===== src/rtl/sha1_pkg.sv =====
// sha1_pkg: shared state type and widths for the SHA-1 block feeder
package sha1_pkg;
    localparam int BLOCK_W = 512;
    localparam int DIGEST_W = 160;
    localparam int WORD_W = 32;
    localparam int WORDS = BLOCK_W / WORD_W;
    localparam logic [7:0] PAD_MARKER = 8'h80;
    localparam logic [3:0] LEN_HI_IDX = 4'd14;
    localparam logic [3:0] LEN_LO_IDX = 4'd15;
    typedef enum logic [2:0] {
        IDLE = 3'd0,
        FILL = 3'd1,
        PAD = 3'd2,
        ISSUE = 3'd3,
        WAIT_CORE = 3'd4,
        DONE = 3'd5
    } state_e;
endpackage


===== src/rtl/sha1_block_feeder_if.sv =====
// sha1_block_feeder_if: message input, SHA-1 core and digest handshakes of the feeder
// slave: the feeder itself; master: the message source, core and digest consumer
interface sha1_block_feeder_if;
    import sha1_pkg::*;
    logic                in_valid;
    logic                in_ready;
    logic [WORD_W-1:0]   in_data;
    logic                in_last;
    logic [2:0]          in_bytes;
    logic                core_init;
    logic                core_next;
    logic [BLOCK_W-1:0]  core_block;
    logic                core_ready;
    logic [DIGEST_W-1:0] core_digest;
    logic                core_digest_valid;
    logic [DIGEST_W-1:0] digest;
    logic                digest_valid;
    logic                digest_ack;
    logic                busy;
    modport slave (
        input  in_valid, in_data, in_last, in_bytes, core_ready, core_digest, core_digest_valid, digest_ack,
        output in_ready, core_init, core_next, core_block, digest, digest_valid, busy
    );
    modport master (
        output in_valid, in_data, in_last, in_bytes, core_ready, core_digest, core_digest_valid, digest_ack,
        input  in_ready, core_init, core_next, core_block, digest, digest_valid, busy
    );
endinterface


===== src/rtl/sha1_pad_word.sv =====
// sha1_pad_word: keeps the first i_bytes bytes of a last word and appends the 0x80 marker
// i_data: big-endian message word, i_bytes: valid bytes 0..4, o_word: merged word
// (for i_bytes=4 the word passes unchanged; the marker belongs to the next word)
module sha1_pad_word
    import sha1_pkg::*;
(
    input  logic [WORD_W-1:0] i_data,
    input  logic [2:0]        i_bytes,
    output logic [WORD_W-1:0] o_word
);
    logic [5:0] w_shift;
    assign w_shift = {i_bytes, 3'b000};
    assign o_word = (i_data & ~({WORD_W{1'b1}} >> w_shift)) | ({PAD_MARKER, 24'd0} >> w_shift);
endmodule


===== src/rtl/sha1_block_feeder.sv =====
// sha1_block_feeder: packs message words into padded 512-bit SHA-1 blocks and collects the digest
// clk/reset: clock and synchronous active-high reset
// bus.in_*: word stream in; bus.core_*: block out to the core and its digest back;
// bus.digest*/busy: captured digest held for the consumer until acknowledged
module sha1_block_feeder
    import sha1_pkg::*;
(
    input logic clk,
    input logic reset,
    sha1_block_feeder_if.slave bus
);
    state_e r_state;
    logic [WORDS-1:0][WORD_W-1:0] r_buf;
    logic [3:0] r_idx;
    logic [63:0] r_len;
    logic r_sent, r_ended, r_lenblk, r_mark, r_skip, r_digest_valid;
    logic [DIGEST_W-1:0] r_digest;
    logic w_accept, w_pulse, w_b4;
    logic [4:0] w_mark_idx;
    logic [WORD_W-1:0] w_pad_word, w_pad_fill;

    sha1_pad_word u_pad (.i_data(bus.in_data), .i_bytes(bus.in_bytes), .o_word(w_pad_word));

    // word 0 sits in the top bits, so word index i lives in r_buf[15-i] (= ~i)
    assign bus.core_block = r_buf;
    assign bus.in_ready = r_state == IDLE || r_state == FILL;
    assign w_accept = bus.in_valid && bus.in_ready;
    assign w_pulse = r_state == ISSUE && bus.core_ready;
    assign bus.core_init = w_pulse && !r_sent;
    assign bus.core_next = w_pulse && r_sent;
    assign bus.digest = r_digest;
    assign bus.digest_valid = r_digest_valid;
    assign bus.busy = r_state != IDLE;
    // a full last word pushes the marker into the following word
    assign w_b4 = bus.in_bytes[2];
    assign w_mark_idx = {1'b0, r_idx} + {4'd0, w_b4};
    assign w_pad_fill = r_mark ? {PAD_MARKER, 24'd0} :
                        (r_lenblk && r_idx == LEN_HI_IDX) ? r_len[63:32] :
                        (r_lenblk && r_idx == LEN_LO_IDX) ? r_len[31:0] : '0;

    always_ff @(posedge clk) begin
        if (reset) begin
            r_state <= IDLE;
            r_buf <= '0;
            r_idx <= '0;
            r_len <= '0;
            r_sent <= 1'b0;
            r_ended <= 1'b0;
            r_lenblk <= 1'b0;
            r_mark <= 1'b0;
            r_skip <= 1'b0;
            r_digest <= '0;
            r_digest_valid <= 1'b0;
        end else begin
            case (r_state)
                IDLE, FILL: if (w_accept) begin
                    r_buf[~r_idx] <= bus.in_last ? w_pad_word : bus.in_data;
                    r_len <= r_len + (bus.in_last ? {58'd0, bus.in_bytes, 3'd0} : 64'd32);
                    r_idx <= r_idx + 4'd1;
                    if (bus.in_last) begin
                        r_ended <= 1'b1;
                        r_mark <= w_b4;
                        // length fits in this block only if the marker lands at or before word 13
                        r_lenblk <= (w_mark_idx <= 5'd13);
                        r_state <= r_idx == 4'd15 ? ISSUE : PAD;
                    end else begin
                        r_state <= r_idx == 4'd15 ? ISSUE : FILL;
                    end
                end
                PAD: begin
                    r_buf[~r_idx] <= w_pad_fill;
                    r_mark <= 1'b0;
                    r_idx <= r_idx + 4'd1;
                    if (r_idx == 4'd15) r_state <= ISSUE;
                end
                ISSUE: if (bus.core_ready) begin
                    r_sent <= 1'b1;
                    r_skip <= 1'b1;
                    r_state <= WAIT_CORE;
                end
                WAIT_CORE: begin
                    // the core may still show ready on the cycle right after the pulse
                    r_skip <= 1'b0;
                    if (!r_skip && bus.core_ready) begin
                        if (r_lenblk) begin
                            if (bus.core_digest_valid) begin
                                r_digest <= bus.core_digest;
                                r_digest_valid <= 1'b1;
                                r_state <= DONE;
                            end
                        end else if (r_ended) begin
                            r_lenblk <= 1'b1;
                            r_state <= PAD;
                        end else begin
                            r_state <= FILL;
                        end
                    end
                end
                DONE: if (bus.digest_ack) begin
                    r_digest_valid <= 1'b0;
                    r_len <= '0;
                    r_sent <= 1'b0;
                    r_ended <= 1'b0;
                    r_lenblk <= 1'b0;
                    r_state <= IDLE;
                end
                default: r_state <= IDLE;
            endcase
        end
    end
endmodule


===== src/flat_wrapper.sv =====
// flat-port wrapper written by rule: the top's interface ports become plain ports
module sha1_block_feeder_flat import sha1_pkg::*;
  (clk, reset, bus_in_valid, bus_in_data, bus_in_last, bus_in_bytes, bus_core_ready, bus_core_digest, bus_core_digest_valid, bus_digest_ack, bus_in_ready, bus_core_init, bus_core_next, bus_core_block, bus_digest, bus_digest_valid, bus_busy);
  sha1_block_feeder_if bus_i ();
  input logic clk;
  input logic reset;
  input wire logic [$bits(bus_i.in_valid)-1:0] bus_in_valid;
  input wire logic [$bits(bus_i.in_data)-1:0] bus_in_data;
  input wire logic [$bits(bus_i.in_last)-1:0] bus_in_last;
  input wire logic [$bits(bus_i.in_bytes)-1:0] bus_in_bytes;
  input wire logic [$bits(bus_i.core_ready)-1:0] bus_core_ready;
  input wire logic [$bits(bus_i.core_digest)-1:0] bus_core_digest;
  input wire logic [$bits(bus_i.core_digest_valid)-1:0] bus_core_digest_valid;
  input wire logic [$bits(bus_i.digest_ack)-1:0] bus_digest_ack;
  output wire logic [$bits(bus_i.in_ready)-1:0] bus_in_ready;
  output wire logic [$bits(bus_i.core_init)-1:0] bus_core_init;
  output wire logic [$bits(bus_i.core_next)-1:0] bus_core_next;
  output wire logic [$bits(bus_i.core_block)-1:0] bus_core_block;
  output wire logic [$bits(bus_i.digest)-1:0] bus_digest;
  output wire logic [$bits(bus_i.digest_valid)-1:0] bus_digest_valid;
  output wire logic [$bits(bus_i.busy)-1:0] bus_busy;
  assign bus_i.in_valid = bus_in_valid;
  assign bus_i.in_data = bus_in_data;
  assign bus_i.in_last = bus_in_last;
  assign bus_i.in_bytes = bus_in_bytes;
  assign bus_i.core_ready = bus_core_ready;
  assign bus_i.core_digest = bus_core_digest;
  assign bus_i.core_digest_valid = bus_core_digest_valid;
  assign bus_i.digest_ack = bus_digest_ack;
  assign bus_in_ready = bus_i.in_ready;
  assign bus_core_init = bus_i.core_init;
  assign bus_core_next = bus_i.core_next;
  assign bus_core_block = bus_i.core_block;
  assign bus_digest = bus_i.digest;
  assign bus_digest_valid = bus_i.digest_valid;
  assign bus_busy = bus_i.busy;
  sha1_block_feeder u_core (.clk(clk), .reset(reset), .bus(bus_i));
endmodule

===== config.mk =====
export PLATFORM = sky130hd
export DESIGN_NAME = sha1_block_feeder_flat
export DESIGN_NICKNAME = d
export VERILOG_FILES = /design/src/rtl/sha1_pkg.sv /design/src/rtl/sha1_block_feeder_if.sv /design/src/rtl/sha1_pad_word.sv /design/src/rtl/sha1_block_feeder.sv /design/src/flat_wrapper.sv
export SDC_FILE = /design/constraint.sdc
export NUM_CORES = 1
export LEC_CHECK = 0
export BUFFER_PORTS_ARGS = -buffer_cell sky130_fd_sc_hd__buf_2
export CAP_MARGIN = 15
export CORE_AREA = 5 5 335 337
export DETAILED_ROUTE_END_ITERATION = 6
export DIE_AREA = 0 0 340 342
export SETUP_SLACK_MARGIN = 0.1
export SYNTH_ARGS = -nofsm -noshare
export SYNTH_HDL_FRONTEND = slang
export SYNTH_SLANG_ARGS = --single-unit

===== constraint.sdc =====
create_clock -name clk -period 3.47 [get_ports clk]
set_input_delay 0.1735 -clock clk [delete_from_list [all_inputs] [get_ports clk]]
set_output_delay 0.1735 -clock clk [all_outputs]
set_load 0.005 [all_outputs]

==> summary.md <==
| Metric | Value |
|---|---|
| Power Density | `approximately 550 nW/µm²` |
| Antenna viol nets, final | `0` |
| Antenna violations before repair | `4` |
| Max VDD drop | `0.367 mV` |
| Startpoint types | `register` |
| Reg clk slew, reported paths | `60 ps` |
| Sequential share of the synthesized area | `55.3%` |
| CTS buffer count | `83` |
| EDFF count, synth | `0` |
| Crit path capture type | `register` |
| Via count | `26100` |
| Place WS | `around 500 ps` |
| Largest net degree at the start of global routing | `~220` |
| Share of cells above drive strength 1 | `28.6%` |
| Largest family of logic cells by synthesized area | `compound AO/OA/AOI/OAI gates` |
| Boundary Pins | `879` |
| Synth Area in Compound Gates | `about a fifth` |
| Longest Clk Path Bufs | `3` |
| DR vias/cell | `around 4.7` |
| CP max FO | `20` |
| Commonest register cell after synthesis | `dfxtp_1` |
| DR DRC count | `0` |
| Final setup TNS | `0 ps` |
| Die ar. | `around 120000 µm²` |
| Mapped Cells | `a little over 3000` |
| Fmax achieved | `about 0.34 GHz` |
| Die Y-Extent | `342 µm` |
| Crit path from | `u_core.r_idx[0]` |
| Post-Synthesis Net Count | `~3300` |
| Post-synth top area share | `a little under three fifths` |
| Synth Area in XOR/XNOR | `0.844%` |
| Final Cell Area | `roughly 38000 µm²` |
| Setup crit end | `u_core.bus.core_block[160]` |
| Placed cell areas | `around 34000 µm²` |
| GRT Residual Overflow | `0` |
| Tot GR Track Use | `about a fifth` |
| Clock Tree Root | `clkbuf_16` |
| Routed WL | `123 mm` |
| # fillers | `approximately 11000` |
| Core Util, Final | `between 30% and 40%` |
| Min Tclk post-route | `2910 ps` |
| Status | `finished, final reports clean` |
| Mapped Area | `between 20000 and 30000 µm²` |
| Core area | `109000 µm²` |
| Cell taking the most area after synthesis | `dfxtp_1` |
| Critical Path AT | `about 3400 ps` |
| Worst slew pin tran | `about 1100 ps` |
| CTS Sinks | `between 700 and 800` |
| Layout Nets | `between 4000 and 5000` |
| Reg2reg path depth | `7` |
| Adder-cell share of the synthesized area | `less than 1%` |
| Die width | `between 300 and 400 µm` |
| Final period util | `83.9%` |
| Netlist cell types | `57` |
| Hold Path Class | `input port to register` |
| Buffers on Ports | `roughly 880` |
| Async SR Flop Fraction | `0%` |
| P_leak | `around 15 nW` |
| Slew HR | `between 20% and 30%` |
| Max_cap viols | `0` |
| Simple-gate area share of the yosys netlist | `roughly 17%` |
| Most common cell after layout, fill and taps aside | `buf_2` |
| CP Class | `register to register` |
| Worst R2R End | `u_core.bus.core_block[160]` |
| Htree depth | `3` |
| Fin Clk Skew | `24.3 ps` |
| Vias in the first global route | `24800` |
| Drt first pass iters | `5` |
| Final Setup Violations | `0` |
| Average wire per standard cell | `between 20 and 25 µm` |
| Worst skew pair latency | `roughly 660 ps` |
| Syn Area/Cell | `~9 µm²` |
| Total power draw | `21.2 mW` |
| DPL Wire Length | `a little under 90 mm` |
| Number of DRC markers in iteration 0 | `1692` |
| Final Max Slew Viols | `0` |
| Commonest non-fill, non-tap cells in the layout | `buf_2 (877), dfxtp_1 (746), nor2_1 (591)` |
| R2R Setup Slk | `about 560 ps` |
| Worst r2r src | `u_core.r_idx[0]` |
| Req. time, crit path | `3970 ps` |
| Mux cell area share after synthesis | `less than 1%` |
| CTS tree | `done` |
| Unrepaired setup endpoints after global routing | `no` |
| Register bit count reported by yosys | `roughly 750` |
| Initial core utilization | `between 20% and 30%` |
| RePlAce Congestion | `0.898` |
| Synth-to-layout area growth | `41.8%` |
| Final Hold Fails | `0` |
| Row cnt | `between 100 and 150` |
| Synth warn | `0` |
| Worst setup slack after layout | `~560 ps` |
| First-pass GRT wire length | `around 170 mm` |
| Synth top area cells | `dfxtp_1 (55%), a211oi_1 (14%), nor2_1 (8.2%)` |
## cell usage after synthesis (all sizes together) (4+ instances only)
cell,count
a211oi,499
a21oi,221
a22oi,14
a2bb2oi,4
a32oi,22
and2,8
and3,27
buf,21
clkbuf,274
dfxtp,746
ha,10
inv,11
mux2i,19
nand2,356
nand2b,6
nand3,20
nand4,30
nor2,592
nor2b,12
nor3,11
nor4,11
o21a,6
o21ai,19
o31ai,19
or2,4
or3,18
or4,19
xnor2,12
xor2,14
## layout make-up
| class | count | area, µm² | area share, % |
|---|---|---|---|
| Antenna cell | 3 | 7.51 | 0.0196 |
| Clock buffer | 127 | 2480 | 6.49 |
| Clock inverter | 23 | 382 | 0.997 |
| Inverter | 11 | 41.3 | 0.108 |
| Multi-Input combinational cell | 2004 | 11200 | 29.4 |
| Sequential cell | 746 | 14900 | 39.0 |
| Tap cell | 1414 | 1770 | 4.62 |
| Timing Repair Buffer | 1164 | 7400 | 19.3 |
## layer usage
layer / track usage [%] / wire length (µm)
met4: 8.01 / 5140
met1: 22.5 / 47700
met5: 0 / 0
met3: 4.39 / 7610
met2: 36.5 / 62500
## stage by stage
stage	std cells	hold slack (ps)
final	5492	75.8
after global routing	5491	35.1
after CTS	5489	21.4
after detailed placement	5156	420
after global placement	5156	414
after floorplan	3056	309
## registers in the layout, indices dropped and copies added (netlist names)
signal and cells:
u_core.bus.core_block 512, u_core.bus.digest 160, u_core.bus.digest_valid 1, u_core.r_ended 1, u_core.r_idx 4, u_core.r_len 61, u_core.r_lenblk 1, u_core.r_mark 1
u_core.r_sent 1, u_core.r_skip 1, u_core.r_state 3
## power by group
| part | switching [mW] | internal (mW) |
|---|---|---|
| Combinational | 1.81 | 1.03 |
| Clock | 3.76 | 5.50 |
| Sequential | 0.190 | 8.87 |
| Total | 5.76 | 15.4 |
## worst min path at each step
stage	start	endpoint	slack [ps]	cells after the start
after global placement	bus_core_digest[2]	u_core.bus.digest[2]	410	3
after CTS	bus_in_data[19]	u_core.bus.core_block[147]	20	3
after floorplan	bus_core_digest[0]	u_core.bus.digest[0]	310	2
after detailed placement	bus_core_digest[101]	u_core.bus.digest[101]	420	3
final	bus_in_data[28]	u_core.bus.core_block[92]	80	3
after global routing	bus_in_data[19]	u_core.bus.core_block[147]	40	3
## critical path, cell delays in order, from the launching register on
cell and delay [ps]:
dfxtp_1 430, inv_1 100, ha_1 270, and4_1 500, nor2b_1 310, a22oi_2 800, buf_12 230, a211oi_1 80
## timing repair
item | in CTS | in global routing
resized for setup | 0 | 0
hold buffers | 183 | 0
endpoints found under the hold margin | 181 | 0
setup buffers | 0 | 0
## logic make-up after synthesis
family | count (synthesis)
xor+xnor | 26
fa+ha+maj | 11
compound gates | 822
flops | 746
mux | 19
buf+inv | 306
simple gates | 1126
Power figures use the tool's default switching activity.
